--- config.mk ---
export PLATFORM = sky130hd
export DESIGN_NAME = mem_lsu
export DESIGN_NICKNAME = d
export VERILOG_FILES = /design/src/rtl/mem_lsu_pkg.sv /design/src/rtl/mem_lsu_load_align.sv /design/src/rtl/mem_lsu.sv
export SDC_FILE = /design/constraint.sdc
export NUM_CORES = 1
export LEC_CHECK = 0
export ABC_AREA = 1
export CAP_MARGIN = 20
export CELL_PAD_IN_SITES_DETAIL_PLACEMENT = 1
export CELL_PAD_IN_SITES_GLOBAL_PLACEMENT = 2
export CORE_MARGIN = 5
export CORE_UTILIZATION = 14
export CTS_CLUSTER_SIZE = 25
export DETAILED_ROUTE_END_ITERATION = 6
export HOLD_SLACK_MARGIN = 0.06
export PLACE_DENSITY_LB_ADDON = 0.1
export SYNTH_ARGS = -nofsm -noshare
export SYNTH_HDL_FRONTEND = slang
export SYNTH_SLANG_ARGS = --single-unit
--- constraint.sdc ---
create_clock -name clk -period 4.1 [get_ports clk]
set_input_delay 0.41 -clock clk [delete_from_list [all_inputs] [get_ports clk]]
set_output_delay 0.41 -clock clk [all_outputs]
set_load 0.01 [all_outputs]
--- src/rtl/mem_lsu_pkg.sv ---
// Shared definitions for the memory-access stage: op codes, FSM states,
// bus size codes and small op-classification helpers.
package mem_lsu_pkg;

    localparam logic [3:0] MEM_NONE = 4'd0;
    localparam logic [3:0] LD_B     = 4'd1;
    localparam logic [3:0] LD_H     = 4'd2;
    localparam logic [3:0] LD_W     = 4'd3;
    localparam logic [3:0] LD_BU    = 4'd4;
    localparam logic [3:0] LD_HU    = 4'd5;
    localparam logic [3:0] ST_B     = 4'd6;
    localparam logic [3:0] ST_H     = 4'd7;
    localparam logic [3:0] ST_W     = 4'd8;

    localparam logic [1:0] SIZE_B = 2'd0;
    localparam logic [1:0] SIZE_H = 2'd1;
    localparam logic [1:0] SIZE_W = 2'd2;

    typedef enum logic [1:0] {
        IDLE      = 2'd0,
        WAIT_DATA = 2'd1,
        DONE      = 2'd2
    } lsu_state_e;

    function automatic logic is_load(input logic [3:0] op);
        case (op)
            LD_B, LD_H, LD_W, LD_BU, LD_HU: return 1'b1;
            default:                        return 1'b0;
        endcase
    endfunction

    function automatic logic is_store(input logic [3:0] op);
        case (op)
            ST_B, ST_H, ST_W: return 1'b1;
            default:          return 1'b0;
        endcase
    endfunction

    function automatic logic [1:0] op_size(input logic [3:0] op);
        case (op)
            LD_B, LD_BU, ST_B: return SIZE_B;
            LD_H, LD_HU, ST_H: return SIZE_H;
            default:           return SIZE_W;
        endcase
    endfunction

endpackage

--- src/rtl/mem_lsu_load_align.sv ---
// Load data alignment: picks the addressed byte/halfword lane out of the
// returned bus word and sign- or zero-extends it to register width.
module mem_load_align
    import mem_lsu_pkg::*;
(
    input  logic [31:0] rdata_i,
    input  logic [3:0]  mem_op_i,
    input  logic [1:0]  addr_lo_i,
    output logic [31:0] data_o
);

    logic [7:0]  byte_sel;
    logic [15:0] half_sel;

    // Lane selection from the low address bits; halfwords only look at bit 1
    always_comb begin
        byte_sel = rdata_i[7:0];
        case (addr_lo_i)
            2'd0:    byte_sel = rdata_i[7:0];
            2'd1:    byte_sel = rdata_i[15:8];
            2'd2:    byte_sel = rdata_i[23:16];
            default: byte_sel = rdata_i[31:24];
        endcase
        half_sel = addr_lo_i[1] ? rdata_i[31:16] : rdata_i[15:0];
    end

    // Extension per load flavour; anything that is not a narrow load passes the word through
    always_comb begin
        data_o = rdata_i;
        case (mem_op_i)
            LD_B:    data_o = {{24{byte_sel[7]}}, byte_sel};
            LD_BU:   data_o = {24'd0, byte_sel};
            LD_H:    data_o = {{16{half_sel[15]}}, half_sel};
            LD_HU:   data_o = {16'd0, half_sel};
            default: data_o = rdata_i;
        endcase
    end

endmodule

--- src/rtl/mem_lsu.sv ---
// Memory-access stage: passes ALU results through, runs loads/stores over an
// SRAM-like addr_ok/data_ok bus, stalls upstream while an access is in flight
// and produces the bundle consumed by the mem_wb register.
module mem_lsu
    import mem_lsu_pkg::*;
#(
    parameter int ADDR_W = 32,
    parameter int DATA_W = 32
) (
    input  logic              clk,
    input  logic              rst,
    input  logic              flush,
    input  logic [4:0]        ex_wd,
    input  logic              ex_wreg,
    input  logic [DATA_W-1:0] ex_wdata,
    input  logic [3:0]        ex_mem_op,
    input  logic [ADDR_W-1:0] ex_mem_addr,
    input  logic [DATA_W-1:0] ex_reg2,
    input  logic [31:0]       ex_inst_pc,
    input  logic [31:0]       ex_instr,
    input  logic              ex_inst_valid,
    output logic              stallreq_mem,
    output logic              data_req,
    output logic              data_wr,
    output logic [1:0]        data_size,
    output logic [3:0]        data_wstrb,
    output logic [ADDR_W-1:0] data_addr,
    output logic [DATA_W-1:0] data_wdata,
    input  logic              data_addr_ok,
    input  logic              data_data_ok,
    input  logic [DATA_W-1:0] data_rdata,
    output logic [4:0]        mem_wd,
    output logic              mem_wreg,
    output logic [DATA_W-1:0] mem_wdata,
    output logic [31:0]       mem_inst_pc,
    output logic [31:0]       mem_instr,
    output logic              mem_inst_valid
);

    lsu_state_e        state_q, state_d;
    logic              cancel_q, cancel_d;
    logic [DATA_W-1:0] rdata_q, rdata_d;

    logic              mem_access;
    logic              op_is_load;
    logic              op_is_store;
    logic [1:0]        req_size;
    logic [1:0]        addr_lo;
    logic [1:0]        aligned_lo;
    logic [3:0]        store_strb;
    logic [DATA_W-1:0] store_wdata;
    logic [DATA_W-1:0] load_data;

    assign op_is_load  = is_load(ex_mem_op);
    assign op_is_store = is_store(ex_mem_op);
    assign mem_access  = ex_inst_valid && (op_is_load || op_is_store);
    assign req_size    = op_size(ex_mem_op);
    assign addr_lo     = ex_mem_addr[1:0];

    mem_load_align u_load_align (
        .rdata_i   (rdata_q),
        .mem_op_i  (ex_mem_op),
        .addr_lo_i (addr_lo),
        .data_o    (load_data)
    );

    // State, cancel flag and captured read data; everything else is combinational
    always_ff @(posedge clk) begin
        if (rst) begin
            state_q  <= IDLE;
            cancel_q <= 1'b0;
            rdata_q  <= '0;
        end else begin
            state_q  <= state_d;
            cancel_q <= cancel_d;
            rdata_q  <= rdata_d;
        end
    end

    // Store lane steering and size alignment: misaligned low bits are silently forced down
    always_comb begin
        store_strb  = 4'b1111;
        store_wdata = ex_reg2;
        aligned_lo  = 2'b00;
        case (req_size)
            SIZE_B: begin
                store_strb  = 4'b0001 << addr_lo;
                store_wdata = {4{ex_reg2[7:0]}};
                aligned_lo  = addr_lo;
            end
            SIZE_H: begin
                store_strb  = addr_lo[1] ? 4'b1100 : 4'b0011;
                store_wdata = {2{ex_reg2[15:0]}};
                aligned_lo  = {addr_lo[1], 1'b0};
            end
            default: begin
                store_strb  = 4'b1111;
                store_wdata = ex_reg2;
                aligned_lo  = 2'b00;
            end
        endcase
    end

    // Next-state and output decode; defaults describe a bubble with an idle bus
    always_comb begin
        state_d        = state_q;
        cancel_d       = cancel_q;
        rdata_d        = rdata_q;
        stallreq_mem   = 1'b0;
        data_req       = 1'b0;
        data_wr        = 1'b0;
        data_size      = 2'b00;
        data_wstrb     = 4'b0000;
        data_addr      = '0;
        data_wdata     = '0;
        mem_wd         = 5'd0;
        mem_wreg       = 1'b0;
        mem_wdata      = '0;
        mem_inst_pc    = 32'd0;
        mem_instr      = 32'd0;
        mem_inst_valid = 1'b1;
        if (!rst) begin
            case (state_q)
                IDLE: begin
                    if (mem_access) begin
                        stallreq_mem = 1'b1;
                        data_req     = 1'b1;
                        data_wr      = op_is_store;
                        data_size    = req_size;
                        data_wstrb   = op_is_store ? store_strb : 4'b0000;
                        data_addr    = {ex_mem_addr[ADDR_W-1:2], aligned_lo};
                        data_wdata   = op_is_store ? store_wdata : '0;
                        if (data_addr_ok) begin
                            state_d  = WAIT_DATA;
                            cancel_d = flush;
                        end
                    end else if (!flush) begin
                        mem_wd         = ex_wd;
                        mem_wreg       = ex_wreg;
                        mem_wdata      = ex_wdata;
                        mem_inst_pc    = ex_inst_pc;
                        mem_instr      = ex_instr;
                        mem_inst_valid = ~ex_inst_valid;
                    end
                end
                WAIT_DATA: begin
                    stallreq_mem = 1'b1;
                    if (flush) begin
                        cancel_d = 1'b1;
                    end
                    if (data_data_ok) begin
                        rdata_d = data_rdata;
                        state_d = DONE;
                    end
                end
                DONE: begin
                    state_d  = IDLE;
                    cancel_d = 1'b0;
                    if (!cancel_q && !flush) begin
                        mem_wd         = ex_wd;
                        mem_wreg       = op_is_store ? 1'b0 : ex_wreg;
                        mem_wdata      = op_is_load ? load_data : ex_wdata;
                        mem_inst_pc    = ex_inst_pc;
                        mem_instr      = ex_instr;
                        mem_inst_valid = 1'b0;
                    end
                end
                default: begin
                    state_d  = IDLE;
                    cancel_d = 1'b0;
                end
            endcase
        end
    end

endmodule

==> impl_results.md, run 1 <==
* DP Wirelength at 25.1 mm
* First-pass detailed-route iteration total at 4
* TritonCTS buffer count at 5
* Most frequent cell after synthesis: nand2_1
* Clock buffer depth at 2
* Antenna-violating nets left at 0
* CTS sink cnt at 35
* CTS Root Cell: clkbuf_16
* Yosys top cell area share at 0.213
* Synth Register Bits at 35
* Die width at 190 µm
* Async SR Flop Fraction at 0
* Status: completed
* Reg2reg setup slack at 1.52 ns
* GRT Util Overall at 0.160
* # fillers at 4,101
* Worst setup EP type: output port
* Slowest-stage cell, CP: clkdlybuf4s50_1
* First-pass GRT wire length at 45.3 mm
* Slew Viols, Final at 0
* CP max stage delay at 0.58 ns
* Synth Cell Area at 4540 µm²
* Total Routed Length at 30.1 mm
* Switching Share at 0.359
* Total Die Area at 36,100 µm²
* DRC viols at 0
* Setup CP Type: input pin to output port
* Clk slew on worst S/H paths at 0.06 ns
* Internal Pwr Total at 955 µW
* CTS tree: yes
* Worst-Margin Slew at 0.760 ns
* Syn avg cell area at 4.95 µm²
* Clock skew at 0.00776 ns
* Synthesized instance count at 917
* P&R area growth vs syn at 97.8%
* Sequential element share of the synthesized area at 0.154
* Yosys cell types at 28
* Psw at 535 µW
* End point of the worst hold path: rdata_q[10]
* GR Overflow Total at 0
* Reg2Reg Depth at 5
* I/O Buffers at 383
* Multi-input logic area at 3080 µm²
* Max Freq at 261 MHz
* Main flop type after synthesis: dfxtp_1
* Synth warnings at 0
* Clock Power Share at 0.251
* Placeable Area at 32,300 µm²
* Final hold vios at 0
* Routed vias at 6,986
* Cell chain of the critical path: clkdlybuf4s50_1, inv_1, nand2_1, nor2_1, a21oi_1, nand3_2, nand2_2, nand2_2, nand2_4, buf_4, nand2_1, nor2_1, clkdlybuf4s50_1
* Worst setup SP type: input pin
* Reg-to-reg startpoint: state_q[0]
* Hold buffer count at cts at 0
* 1st-iter DRT viols at 285
* Register area at 701 µm²
* Relative max-transition margin at 0.492
* Synth top cells by count: nand2_1 (258), nor2_1 (170), inv_1 (110), a21oi_1 (87), o21ai_0 (69)
* Dominant cell type by area after synthesis: nand2_1
* WHS at 0.477 ns
* GPL Wtd Cong at 0.744
* Maxcap violations at 0
* HP Class: input pin to register
* Pwr/cell area at 166 nW/µm²
* Layout cells sized above 1 at 0.0470
* PostCTS Resize Cnt at 0
* Hold path depth at 2
* Worst EP arrival at 3.42 ns
* Worst-Skew Late Latency at 0.28 ns
* Initial antenna violation count at 4
* Hold Startpoint: rst
* Post-layout minimum cycle time at 3.83 ns
* Leakage Power at 3.78 nW
* Fin nets at 1,483
* CTS H-tree lvls at 2
* CP startpoint: ex_mem_op[3]
* Rows at 66
* WP data required at 3.69 ns
* Sum of negative setup slack at 0 ns
* Syn Nets at 1,125
* Vias in the first global route at 7,475
* Peak supply drop at 151 µV
* RSZ-0062 raised after global routing: no
* Top cells by area, synth: nand2_1 (21%), dfxtp_1 (15%), nor2_1 (14%)
* Combinational share of power at 0.508
* Pin count of the biggest net entering global routing at 70
* Initial core utilization at 0.141
* Sequential share of power at 0.241
* Wire per inst at 17.5 µm
* Highest net fanout along the worst path at 34
* Tcrit/Tclk final at 0.935
* Die Y at 190 µm
* I/O pins at 384
* Final setup viols at 0
* Reg2reg end: rdata_q[18]
* Post-synth EDFFs at 0
* Vias per cell at 4.06
* Buffer count from post-CTS setup fixing at 0
[power groups by stage]
stage / clock [mW] / sequential (mW) / combinational (mW)
final: 0.374 / 0.359 / 0.757
after detailed placement: 0 / 0.366 / 0.774
after global routing: 0.396 / 0.360 / 0.838
after CTS: 0.385 / 0.359 / 0.777
after global placement: 0 / 0.366 / 0.774
after floorplan: 0 / 0.362 / 0.329
[worst max-delay path by stage]
| stage | endpoint | slack, ns | cells after the start |
|---|---|---|---|
| final | mem_inst_pc[24] | 0.27 | 13 |
| after global routing | mem_inst_pc[24] | 0.06 | 13 |
| after CTS | mem_inst_pc[11] | 0.25 | 13 |
| after detailed placement | mem_instr[12] | 0.27 | 13 |
| after global placement | mem_instr[12] | 0.22 | 13 |
| after floorplan | mem_wdata[21] | 1.99 | 11 |
[placed cells by master, fill, tap and decap left out, drive strengths merged]
cell           Yosys  layout
a31oi              2       2
o21ai             77      77
a21oi             87      87
inv              115     115
nand3             57      57
dfxtp             35      35
o211ai             4       4
nand4             14      14
clkinv             1       4
nor2             174     174
clkbuf            39       5
clkdlybuf4s50      0     382
nand2            264     264
a21boi             1       1
diode              0       1
buf               24      32
nor3              17      17
o22ai              6       6
[metrics by stage]
stage / power (mW) / util / instance area [µm²] / instances / setup WS (ns)
final: 1.49 / 0.278 / 8980 / 1719 / 0.267
after global routing: 1.59 / 0.278 / 8980 / 1719 / 0.0565
after CTS: 1.52 / 0.278 / 8980 / 1718 / 0.248
after detailed placement: 1.14 / 0.274 / 8840 / 1710 / 0.266
after global placement: 1.14 / 0.274 / 8840 / 1710 / 0.220
after floorplan: 0.691 / - / 4540 / 917 / 1.99
[cell families after synthesis]
logic type	Yosys count	synth area share
buffers and inverters	179	0.168
AOI/OAI and AO/OA	177	0.200
DFF	35	0.154
and+or+nand+nor	526	0.478
[per-layer routing]
metal / wire [µm] / track usage
met4: 279 / 0.0228
met1: 12800 / 0.195
met5: 44 / 0
met3: 2220 / 0.0479
met2: 14800 / 0.284
[sequential cells by signal (all words and copies together) (netlist names)]
signal and count:
cancel_q 1, rdata_q 32, state_q 2
[critical path: cells and delay by family]
kind                   cells  cell delay [ns]
AOI/OAI and AO/OA          1             0.50
buffers and inverters      4             1.41
and+or+nand+nor            8             1.07
[layout make-up]
class | instances | share of cell area
diodes | 1 | 0.000279
clock buffers | 5 | 0.0139
clock inverters | 3 | 0.00167
inverters | 116 | 0.0485
multi-input cells | 703 | 0.343
flip-flops and latches | 35 | 0.0780
well taps | 442 | 0.0616
repair buffers | 414 | 0.453
Power figures use the tool's default switching activity.
==> run 2, diff against run 1 <==
CTS_CLUSTER_DIAMETER = 100   (was not set)
==> results of run 2 <==
The final DEF is identical to that of run 1; final timing and power are the same.
==> run 3, diff against run 2 <==
CORE_MARGIN = 1.5   (was 5)
==> impl_results.md, run 3 (synthesis results as in run 1) <==
* Slowest-stage cell, CP: clkdlybuf4s50_1
* # fillers at 4,000 (-2.5%)
* Reg with most FFs: rdata_q
* Clock skew at 0.00412 ns (-0.00365 ns)
* Post-layout minimum cycle time at 3.69 ns (-0.142 ns)
* CTS H-tree lvls at 2 (unchanged)
* Cell area after layout at 8890 µm² (-1.0%)
* CP dominant cell by count: nand2_1
* Placeable Area at 31,700 µm² (-1.8%)
* GPL Wtd Cong at 0.777 (+4.4%)
* Hold path depth at 2 (unchanged)
* Pre-CTS WS at 0.413 ns (+0.148 ns)
* 1st-iter DRT viols at 246 (-14%)
* Psw at 520 µW (-2.8%)
* Sum of negative setup slack at 0 ns (unchanged)
* DP Wirelength at 23.8 mm (-5.2%)
* Peak supply drop at 148 µV (-2.0%)
* Initial core utilization at 0.143 (+0.00253)
* Antenna-violating nets left at 0 (unchanged)
* Area after DPL at 8740 µm² (-1.0%)
* CTS sink cnt at 35 (unchanged)
* Largest registers: rdata_q: 32 flops, state_q: 2 flops, cancel_q: 1 flops
* Highest net fanout along the worst path at 23 (-32%)
* Fin nets at 1,472 (-0.74%)
* Rows at 65 (-1.5%)
* Final hold vios at 0 (unchanged)
* Total Routed Length at 28.8 mm (-4.1%)
* Hold buffer count at cts at 0 (unchanged)
* Total Die Area at 33,500 µm² (-7.2%)
* Multi-input logic area at 3090 µm² (about the same)
* Reg2reg setup slack at 2.25 ns (+0.73 ns)
* Register area at 701 µm² (unchanged)
* Maxcap violations at 0 (unchanged)
* Hold Startpoint: rdata_q[18]
* Status: completed
* Die width at 183 µm (-3.7%)
* Buffer count from post-CTS setup fixing at 0 (unchanged)
* Combinational share of power at 0.510 (+0.002)
* GRT Util Overall at 0.170 (+0.00991)
* Reg2Reg Depth at 6 (+1)
* First-pass GRT wire length at 43.9 mm (-3.0%)
* Sequential share of power at 0.243 (+0.002)
* Vias in the first global route at 7,431 (-0.59%)
* Worst EP arrival at 3.28 ns (-0.14 ns)
* Cell chain of the critical path: clkdlybuf4s50_1, nor2_1, nand2_1, nand2_2, buf_4, nor2_2, buf_4, nand2_1, nand4_1, nand2_1, a21oi_1, clkdlybuf4s50_1
* Switching Share at 0.352 (-0.00724)
* Commonest non-fill, non-tap cell in the layout: clkdlybuf4s50_1
* Reg2reg end: rdata_q[2]
* Worst setup SP type: input pin
* Setup CP Type: input pin to output port
* Pin count of the biggest net entering global routing at 70 (unchanged)
* HP Class: register to register
* Final setup viols at 0 (unchanged)
* Worst-Skew Late Latency at 0.28 ns (about the same)
* DRC viols at 0 (unchanged)
* Tcrit/Tclk final at 0.900 (-0.0345)
* Internal Pwr Total at 958 µW (+0.31%)
* Max Freq at 271 MHz (+3.8%)
* Pwr/cell area at 166 nW/µm² (+0.22%)
* Max reg flops at 32 (unchanged)
* Routed vias at 7,030 (+0.63%)
* TritonCTS buffer count at 5 (unchanged)
* End point of the worst hold path: rdata_q[18]
* RSZ-0062 raised after global routing: no
* Wire per inst at 17.3 µm (-1.2%)
* PostCTS Resize Cnt at 0 (unchanged)
* Most frequent cells in the layout: clkdlybuf4s50_1 (382), nand2_1 (257), nor2_1 (170), inv_1 (110), a21oi_1 (87)
* Total chip power at 1.48 mW (-0.81%)
* Clock buffer depth at 2 (unchanged)
* Leakage Power at 3.74 nW (-1.1%)
* I/O pins at 384 (unchanged)
* Layout cells sized above 1 at 0.0379 (-0.00908)
* WHS at 0.488 ns (+0.0104 ns)
* Final WS setup at 0.408 ns (+0.142 ns)
* Clk slew on worst S/H paths at 0.05 ns (about the same)
* Clock Power Share at 0.246 (-0.005)
* Relative max-transition margin at 0.356 (-0.136)
* First-pass detailed-route iteration total at 4 (unchanged)
* P&R area growth vs syn at 95.8%
* Die Y at 183 µm (-3.7%)
* Reg-to-reg startpoint: state_q[0]
* Initial antenna violation count at 4 (unchanged)
* GR Overflow Total at 0 (unchanged)
* CTS Root Cell: clkbuf_16
* I/O Buffers at 383 (unchanged)
* CTS tree: yes
* CP max stage delay at 0.59 ns (about the same)
* WP data required at 3.69 ns (about the same)
* Worst setup EP type: output port
* Worst-Margin Slew at 0.965 ns (+0.205 ns)
* Slew Viols, Final at 0 (unchanged)
* Vias per cell at 4.21 (+3.6%)
## run 3: changes by cell type in the layout (fill, tap and decap cells not counted), sizes merged
cell	delta
clkbuf	+2
buf	-11
diode	+1
clkinv	-2
## run 3: power by group through the flow
stage	clock network (mW)	registers (mW)	logic, mW
2_1_floorplan	0	0.362	0.329
3_3_place_gp	0	0.367	0.766
3_5_place_dp	0	0.367	0.768
4_1_cts	0.377	0.360	0.771
5_1_grt	0.392	0.361	0.833
6_report	0.364	0.360	0.754
## run 3: worst max-delay path by stage
stage                              start            end  slack (ns)
after global placement      ex_mem_op[1]  mem_wdata[12]        0.39
after global routing        ex_mem_op[0]  mem_wdata[12]        0.20
final                       ex_mem_op[0]  mem_wdata[12]        0.41
after floorplan           ex_mem_addr[0]  mem_wdata[21]        1.99
after detailed placement    ex_mem_op[0]  mem_wdata[12]        0.41
after CTS                   ex_mem_op[0]  mem_wdata[12]        0.41
## run 3: per-layer routing
metal  GRT usage  vias up  share of wire  wire length [µm]
met2       0.309      228           0.50             14300
met4      0.0292        4         0.0098               284
li1            -     3575              -                 -
met3      0.0411       16          0.068              1950
met5           0        -        0.00094                27
met1       0.203     3207           0.42             12200
## run 3: stage by stage
step                std cells  utilization
floorplan                 917            -
global placement         1659        0.276
detailed placement       1659        0.276
CTS                      1667        0.280
global route             1668        0.280
finish                   1669        0.280
## run 3: final cells by class
type,instances,share of cell area
Clock buffer,7,0.0149
Tap cell,402,0.0566
Clock inverter,1,0.000563
Inverter,116,0.0490
Sequential cell,35,0.0789
Antenna cell,2,0.000563
Multi-Input combinational cell,703,0.347
Timing Repair Buffer,403,0.452
## run 3: critical path, delay by kind of cell
family / cells / cell delay, ns
buf+inv: 4 / 1.72
compound gates: 1 / 0.17
simple gates: 7 / 0.97
